<file path="src/rtl/branch_fetch_ctrl.sv">
// branch_fetch_ctrl: fetch-stage PC register and IF/ID pipeline register for
// a classic 5-stage pipeline. It applies the hazard-unit stall and the
// redirect requests (jr, jump, taken branch) that the ID stage resolves.
//
// Ports
//   clk          : single clock, all state updates on the rising edge
//   reset        : synchronous, active-high reset
//   stall        : holds the PC and IF/ID; any redirect that cycle is ignored
//   br_true      : taken-branch decision from the ID comparator
//   br_target    : branch target computed in ID
//   jump         : j/jal redirect request; jump_target is its target
//   jr           : register-indirect redirect request; jr_target is its target
//   instr_f      : instruction read from IM at pc_f
//   pc_f         : current fetch PC driven to IM (always word aligned)
//   ir_d         : IF/ID instruction
//   pc_d         : IF/ID instruction PC
//   pc8_d        : IF/ID PC+8 (link value)
//   valid_d      : IF/ID holds a real instruction rather than a bubble
//
// Configuration
//   BRANCH_DELAY_SLOT_EN : when defined, the instruction fetched on a redirect
//                          edge (the delay slot) enters IF/ID as a valid
//                          instruction. When undefined, it is squashed into
//                          a nop bubble.

module branch_fetch_ctrl (
  input  logic        clk,
  input  logic        reset,
  input  logic        stall,
  input  logic        br_true,
  input  logic [31:0] br_target,
  input  logic        jump,
  input  logic [31:0] jump_target,
  input  logic        jr,
  input  logic [31:0] jr_target,
  input  logic [31:0] instr_f,
  output logic [31:0] pc_f,
  output logic [31:0] ir_d,
  output logic [31:0] pc_d,
  output logic [31:0] pc8_d,
  output logic        valid_d
);

  localparam int unsigned XLEN     = 32;
  localparam logic [XLEN-1:0] RESET_PC = XLEN'(32'h0000_3000);
  localparam logic [XLEN-1:0] PC_STEP  = XLEN'(4);
  localparam logic [XLEN-1:0] LINK_OFS = XLEN'(8);

  logic            redirect_c;
  logic [XLEN-1:0] target_c;
  logic [XLEN-1:0] pc_next_c;
  logic [XLEN-1:0] ir_next_c;
  logic            valid_next_c;

  // Redirect detection and target select: jr > jump > branch, word aligned.
  always_comb begin
    redirect_c = jr | jump | br_true;
    target_c   = br_target;
    if (jr) begin
      target_c = jr_target;
    end else if (jump) begin
      target_c = jump_target;
    end
    target_c = {target_c[XLEN-1:2], 2'b00};
  end

  // Next PC and the IF/ID payload for a non-stalled edge.
  always_comb begin
    pc_next_c    = pc_f + PC_STEP;
    ir_next_c    = instr_f;
    valid_next_c = 1'b1;
    if (redirect_c) begin
      pc_next_c = target_c;
`ifdef BRANCH_DELAY_SLOT_EN
      ir_next_c    = instr_f;
      valid_next_c = 1'b1;
`else
      // Fall-through instruction is squashed into a bubble.
      ir_next_c    = '0;
      valid_next_c = 1'b0;
`endif
    end
  end

  // PC and IF/ID registers: reset > stall > redirect/sequential.
  always_ff @(posedge clk) begin
    if (reset) begin
      pc_f    <= RESET_PC;
      ir_d    <= '0;
      pc_d    <= RESET_PC;
      pc8_d   <= RESET_PC + LINK_OFS;
      valid_d <= 1'b0;
    end else if (!stall) begin
      pc_f    <= pc_next_c;
      ir_d    <= ir_next_c;
      pc_d    <= pc_f;
      pc8_d   <= pc_f + LINK_OFS;
      valid_d <= valid_next_c;
    end
  end

endmodule

</file>
<file path="config.mk">
export PLATFORM = sky130hd
export DESIGN_NAME = branch_fetch_ctrl
export DESIGN_NICKNAME = d
export VERILOG_FILES = /design/src/rtl/branch_fetch_ctrl.sv
export SDC_FILE = /design/constraint.sdc
export NUM_CORES = 1
export LEC_CHECK = 0
export CORE_ASPECT_RATIO = 1.2
export CORE_MARGIN = 5
export CORE_UTILIZATION = 44
export CTS_CLUSTER_SIZE = 30
export DETAILED_ROUTE_END_ITERATION = 10
export PLACE_DENSITY_LB_ADDON = 0.25
export SYNTH_ARGS = -nofsm -noshare
export SYNTH_HDL_FRONTEND = slang
export SYNTH_SLANG_ARGS = --single-unit
</file>
<file path="constraint.sdc">
create_clock -name clk -period 2.54 [get_ports clk]
set_input_delay 0.508 -clock clk [delete_from_list [all_inputs] [get_ports clk]]
set_output_delay 0.508 -clock clk [all_outputs]
set_load 0.02 [all_outputs]
</file>
==> flow_metrics.py, run 1 <==
metrics = {
    "yosys": {
        "seq_area_frac_synth_pct": 36.7,
        "synthesis.area_sq_um": 6660,
        "ys_types": 71,
        "synth_enable_flop_cells": 0,
        "yosysTopAreaCell": "dfxtp_1",
        "synth.top_cell.area_share_pct": 36.7,
        "synth.avg_cell_area_sq_um": 8.19,
        "netlist_top_cells_count": "dfxtp_1, nand2_1, nor2_1",
        "yosys_warnings": 0,
        "netlist_top_cells_area": "dfxtp_1, mux2i_1, a21oi_1, nand2_1, nor2_1",
        "ys_ff_latch": 122,
        "ys_dominant_reg_cell": "dfxtp_1",
        "syn_inst": 813,
        "postSynth.asyncResetShare_pct": 0,
        "synth_most_common_cell": "dfxtp_1",
    },
    "global_route": {
        "antenna_found_initial": 0,
        "grt_usage_pct": 28.3,
        "grt_max_degree": 53,
        "grt_overflow_total": 0,
        "first_global_vias": 6916,
        "grt_pass1_wl_mm": 38.6,
    },
    "clocking": {
        "clock_sinks": 122,
        "htree_levels": 4,
        "cts_buffer_depth": 2,
        "cts_root_buf": "clkbuf_16",
        "hold_buffers": 0,
        "cts-resized-gates": 0,
        "clock_latency_ns": 0.44,
        "cts.clk_slew.worst_paths_ns": 0.06,
        "cts-buffers-inserted": 17,
        "cts_setup_buffers": 0,
        "tritoncts": "yes",
    },
    "route": {
        "drt_iter0_markers": 538,
        "viasPerCell": 5.80,
        "drc_errors": 0,
        "via_count": 7329,
        "ant_nets": 0,
        "dr.pass1.iters": 6,
        "wl_per_cell_um": 20.1,
        "wirelength_mm": 25.4,
    },
    "setup_path": {
        "crit_arrival_ns": 1.83,
        "crit_path_max_fanout": 10,
        "crit_slowest_cell": "clkdlybuf4s50_1",
        "cp_num_buf_inv": 2,
        "cp-start-kind": "flip-flop",
        "endpoint_kind": "output pin",
        "critPathTopFamily": "buffers and inverters",
        "cp_slowest_stage_delay_ns": 0.60,
        "crit_type": "reg -> out",
        "cp_cell_sequence": "buf_4, clkdlybuf4s50_1",
        "cp.required_ns": 2.03,
    },
    "finish": {
        "n_antenna_cell": 0,
        "final_nets": 1184,
        "fillers": 1330,
        "regArea_sq_um": 2440,
        "drive_gt1_share_pct": 10.4,
        "finalCoreUtilization_pct": 66.3,
        "syn_to_final_growth_pct": 48.9,
        "multiInputGateArea_sq_um": 3640,
    },
    "die": {
        "die_w_um": 122,
        "die_h_um": 145,
        "core-area_sq_um": 15000,
        "ioPinCount": 263,
        "dieArea_sq_um": 17700,
        "start_util_pct": 44.5,
        "rows": 49,
    },
    "timing": {
        "fin_crit_sh_pct": 92.0,
        "fmax_mhz": 428,
        "relSlewSlack_pct": 34.0,
        "finalHoldViolations": 0,
        "final_max_slew_viol_count": 0,
        "worstMarginPinSlew_ns": 0.988,
        "fin_skew_ns": 0.00961,
        "fin_setup_tns_ns": 0,
        "finalCriticalPeriod_ns": 2.34,
        "setup_ws_ns": 0.203,
        "rsz0062_at_grt": "no",
        "setup_viol": 0,
    },
    "run_status": {
        "outcome": "complete, no violations",
    },
    "placed_design": {
        "post-place-ws_ns": 0.0196,
        "hpwl_mm": 18.6,
        "place_congestion": 0.969,
        "io_buffers": 250,
    },
    "power": {
        "powerDensity_nw_per_um2": 555,
        "ir_drop_v": 0.000411,
        "leakagePower_nw": 3.57,
    },
    "worst_hold_path": {
        "hold_path_class": "in -> reg",
    },
    "run": {
        "cap_violations": 0,
    },
}
==> routing by layer <==
layer / vias to the layer above / GRT usage [%] / share of wire [%]
li1: 3473 / - / -
met1: 3449 / 34.7 / 39
met2: 351 / 46.8 / 48
met3: 56 / 8.13 / 9.5
met4: 0 / 11.7 / 3.3
met5: - / 0 / 0
==> final cells by class <==
cell class / count / share of cell area, %
inverters: 14 / 0.530
repair buffers: 309 / 29.9
well taps: 204 / 2.57
flip-flops and latches: 122 / 24.6
clock inverters: 7 / 0.669
clock buffers: 24 / 4.96
multi-input cells: 584 / 36.8
==> metrics by stage <==
| step | hold slack (ns) | power [mW] | cells | area [sq um] |
|---|---|---|---|---|
| finish | 0.440 | 5.50 | 1264 | 9910 |
| global route | 0.454 | 5.68 | 1264 | 9910 |
| CTS | 0.437 | 5.51 | 1264 | 9910 |
| detailed placement | 0.443 | 3.20 | 1233 | 9360 |
| global placement | 0.440 | 3.19 | 1233 | 9360 |
| floorplan | 0.530 | 2.66 | 818 | 6680 |
==> cell families (layout without fill, tap and decap cells) <==
group                      after synthesis  count (layout)  synth area share [%]
and+or+nand+nor                        323             323                  25.6
AOI/OAI and AO/OA                      208             208                  21.7
DFF                                    122             122                  36.7
buffers and inverters                  112             354                  8.94
muxes                                   34              34                  5.13
xor gates and xnor gates                11              11                  1.45
adders and majority gates                2               2                 0.376
other                                    1               6                0.0563
==> report_power, final <==
| group | leakage, nW | switching [mW] | internal (mW) |
|---|---|---|---|
| Clock | 0.276 | 0.900 | 1.44 |
| Sequential | 0.997 | 0.105 | 2.01 |
| Combinational | 2.29 | 0.528 | 0.528 |
==> sequential cells by signal, indices dropped and copies added (netlist names) <==
register	count
ir_d	32
pc_d	30
pc_f	30
pc8_d	29
valid_d	1
==> worst paths after layout <==
path / to / depth (start not counted) / from / slack, ns
worst min register to register: ir_d[3]$_SDFFE_PP0N_ / 2 / ir_d[3]$_SDFFE_PP0N_ / 0.45
worst max-delay path: pc_f[11] / 2 / pc_f[11]$_SDFFE_PP0N_ / 0.20
worst min-delay path: pc_d[15]$_SDFFE_PP0N_ / 2 / reset / 0.44
worst max register to register: pc8_d[27]$_SDFFE_PP0N_ / 4 / pc_f[11]$_SDFFE_PP0N_ / 0.27
==> cell usage in the layout, fill, tap and decap left out, drive strengths merged, types with 4 or more instances in the layout <==
master,Yosys,final
a211oi,9,9
o21ai,23,23
nand4,26,26
nand3,45,45
nand2,75,75
a221o,12,12
and2,4,4
a41oi,5,5
a22oi,7,7
o211ai,10,10
o41ai,4,4
buf,43,62
nor2b,11,11
o221ai,4,4
clkbuf,53,24
clkdlybuf4s50,0,247
nor2,71,71
and4,8,8
dfxtp,122,122
clkinv,1,5
xor2,5,5
inv,13,14
o32ai,6,6
xnor2,6,6
nor3,15,15
conb,1,6
a311oi,12,12
nand3b,11,11
o2111ai,5,5
or3,12,12
and3,11,11
o31ai,6,6
a31oi,17,17
nor4,14,14
or2,4,4
a21oi,59,59
or4,12,12
mux2i,33,33
Power figures use the tool's default switching activity.
==> run 2, diff against run 1 <==
--- a/config.mk
+++ b/config.mk
@@ -10,6 +10,7 @@
 export CORE_UTILIZATION = 44
 export CTS_CLUSTER_SIZE = 30
 export DETAILED_ROUTE_END_ITERATION = 10
+export GPL_TIMING_DRIVEN = 0
 export PLACE_DENSITY_LB_ADDON = 0.25
 export SYNTH_ARGS = -nofsm -noshare
 export SYNTH_HDL_FRONTEND = slang
==> flow_metrics.py, run 2 (synthesis results as in run 1) <==
metrics = {
    "timing": {
        "fin_crit_sh_pct": 97.4,
        "rsz0062_at_grt": "no",
        "finalCriticalPeriod_ns": 2.47,
        "setup_viol": 0,
        "worstMarginPinSlew_ns": 0.985,
        "fin_skew_ns": 0.0110,
        "final_max_slew_viol_count": 0,
        "finalHoldViolations": 0,
        "setup_ws_ns": 0.0653,
        "fin_hold_ws_ns": 0.463,
        "fmax_mhz": 404,
        "relSlewSlack_pct": 34.3,
    },
    "setup_path": {
        "critPathTopFamily": "buffers and inverters",
        "cp-start-kind": "input pin",
        "cp_cell_sequence": "clkdlybuf4s50_1, clkbuf_1, clkbuf_2, o21ai_0, a221o_1",
        "cp_slowest_stage_delay_ns": 0.55,
        "cp.required_ns": 2.85,
        "crit_path_max_fanout": 10,
        "crit_arrival_ns": 2.78,
        "timing.rr.start": "pc_f[4]$_SDFFE_PP0N_",
        "ff2ff_setup_slack_ns": 0.10,
        "cp_num_buf_inv": 3,
        "crit_slowest_cell": "clkdlybuf4s50_1",
        "crit_type": "in -> reg",
        "rr_endpoint": "pc_f[23]$_SDFFE_PP0N_",
        "r2r_cells": 7,
        "endpoint_kind": "flip-flop",
    },
    "route": {
        "viasPerCell": 5.99,
        "via_count": 7797,
        "drc_errors": 0,
        "ant_nets": 0,
        "dr.pass1.iters": 5,
        "wl_per_cell_um": 22.9,
        "wirelength_mm": 29.8,
        "drt_iter0_markers": 812,
    },
    "run_status": {
        "outcome": "complete, no violations",
    },
    "finish": {
        "n_antenna_cell": 0,
        "reg_top3": "ir_d x32, pc_d x30, pc_f x30",
        "design_area_sq_um": 10100,
        "largest_reg_flops": 32,
        "final_nets": 1221,
        "top_register": "ir_d",
        "fillers": 1329,
        "mostFrequentLayoutCells": "clkdlybuf4s50_1, dfxtp_1, nand2_1, nor2_1, a21oi_1",
        "syn_to_final_growth_pct": 51.1,
        "drive_gt1_share_pct": 8.56,
        "final_common_cell": "clkdlybuf4s50_1",
    },
    "die": {
        "ioPinCount": 263,
        "rows": 49,
        "die_w_um": 122,
        "die_h_um": 145,
        "core-area_sq_um": 15000,
        "start_util_pct": 44.5,
        "dieArea_sq_um": 17700,
    },
    "clocking": {
        "cts_root_buf": "clkbuf_16",
        "cts-buffers-inserted": 17,
        "cts_buffer_depth": 2,
        "tritoncts": "yes",
        "clock_latency_ns": 0.44,
        "clock_sinks": 122,
        "cts.clk_slew.worst_paths_ns": 0.06,
        "htree_levels": 4,
    },
    "power": {
        "comb_power_share_pct": 19.3,
        "seqPwrFrac_pct": 35.5,
        "swShare_pct": 28.2,
        "ir_drop_v": 0.000337,
        "leakagePower_nw": 3.58,
        "powerDensity_nw_per_um2": 586,
        "p_int_mw": 4.23,
        "p_clk_share_pct": 45.3,
        "p_switching_mw": 1.67,
    },
    "placed_design": {
        "hpwl_mm": 22.3,
        "io_buffers": 247,
        "place_congestion": 0.993,
        "place_area_sq_um": 9410,
        "post-place-ws_ns": -0.519,
    },
    "global_route": {
        "first_global_vias": 7491,
        "grt_pass1_wl_mm": 44.1,
        "grt_overflow_total": 0,
        "grt_usage_pct": 33.3,
        "antenna_found_initial": 0,
        "grt_max_degree": 17,
    },
    "worst_hold_path": {
        "hold_path_class": "reg -> reg",
        "hp-start": "ir_d[26]$_SDFFE_PP0N_",
        "hold_end": "ir_d[26]$_SDFFE_PP0N_",
        "min_path_cells": 2,
    },
    "run": {
        "cap_violations": 0,
    },
}
[run 2: cell type report]
type	count	area, sq um	area share, %
Buffer	98	551	5.47
Clock buffer	19	453	4.50
Clock inverter	13	189	1.88
Inverter	14	52.6	0.522
Multi-Input combinational cell	584	3640	36.2
Sequential cell	122	2440	24.3
Tap cell	204	255	2.54
Timing Repair Buffer	248	2480	24.6
[run 2: power by group through the flow]
stage          logic (mW)  clock network (mW)  registers (mW)
2_1_floorplan       0.439                   0            2.22
3_3_place_gp         1.11                   0            2.13
3_5_place_dp         1.12                   0            2.13
4_1_cts              1.12                2.67            2.09
5_1_grt              1.19                2.77            2.10
6_report             1.14                2.67            2.09
[run 2: worst reg2reg max path: stages, from the launching register on]
cell	delay [ns]
dfxtp_2	0.44
ha_1	0.19
buf_4	0.19
nand4_1	0.21
or4_1	0.46
clkbuf_1	0.23
or4_1	0.52
o211ai_1	0.12
[run 2: metrics by stage]
step / setup TNS [ns] / instances / total power [mW] / util [%]
finish: 0 / 1302 / 5.90 / 67.3
global route: 0 / 1302 / 6.06 / 67.3
CTS: 0 / 1301 / 5.88 / 67.2
detailed placement: -18.71 / 1269 / 3.25 / 62.9
global placement: -17.07 / 1269 / 3.24 / 62.9
floorplan: 0 / 818 / 2.66 / -
[run 2: per-layer routing]
metal / vias up / track usage (%) / part of all wire (%)
li1: 3552 / - / -
met1: 3674 / 40.7 / 38
met2: 481 / 56.0 / 48
met3: 90 / 8.51 / 10
met4: 0 / 13.4 / 3.9
met5: - / 0 / 0
[run 2: repair_timing]
action,4_1_cts,5_1_grt
hold buffers,0,0
buffers inserted,0,1
resized for setup,2,10
pin swaps,0,0
endpoints found under the setup margin,2,22
[run 2: how the worst max path moves through the flow]
| stage | depth (start not counted) | slack, ns | endpoint | from |
|---|---|---|---|---|
| 2_1_floorplan | 7 | 0.31 | pc_f[23]$_SDFFE_PP0N_ | pc_f[4]$_SDFFE_PP0N_ |
| 3_3_place_gp | 5 | -0.51 | pc_f[17]$_SDFFE_PP0N_ | jr |
| 3_5_place_dp | 5 | -0.52 | pc_f[17]$_SDFFE_PP0N_ | jr |
| 4_1_cts | 6 | 0.03 | pc_f[12]$_SDFFE_PP1N_ | br_true |
| 5_1_grt | 6 | 0.007 | pc_f[23]$_SDFFE_PP0N_ | br_true |
| 6_report | 5 | 0.07 | pc_f[17]$_SDFFE_PP0N_ | jr |
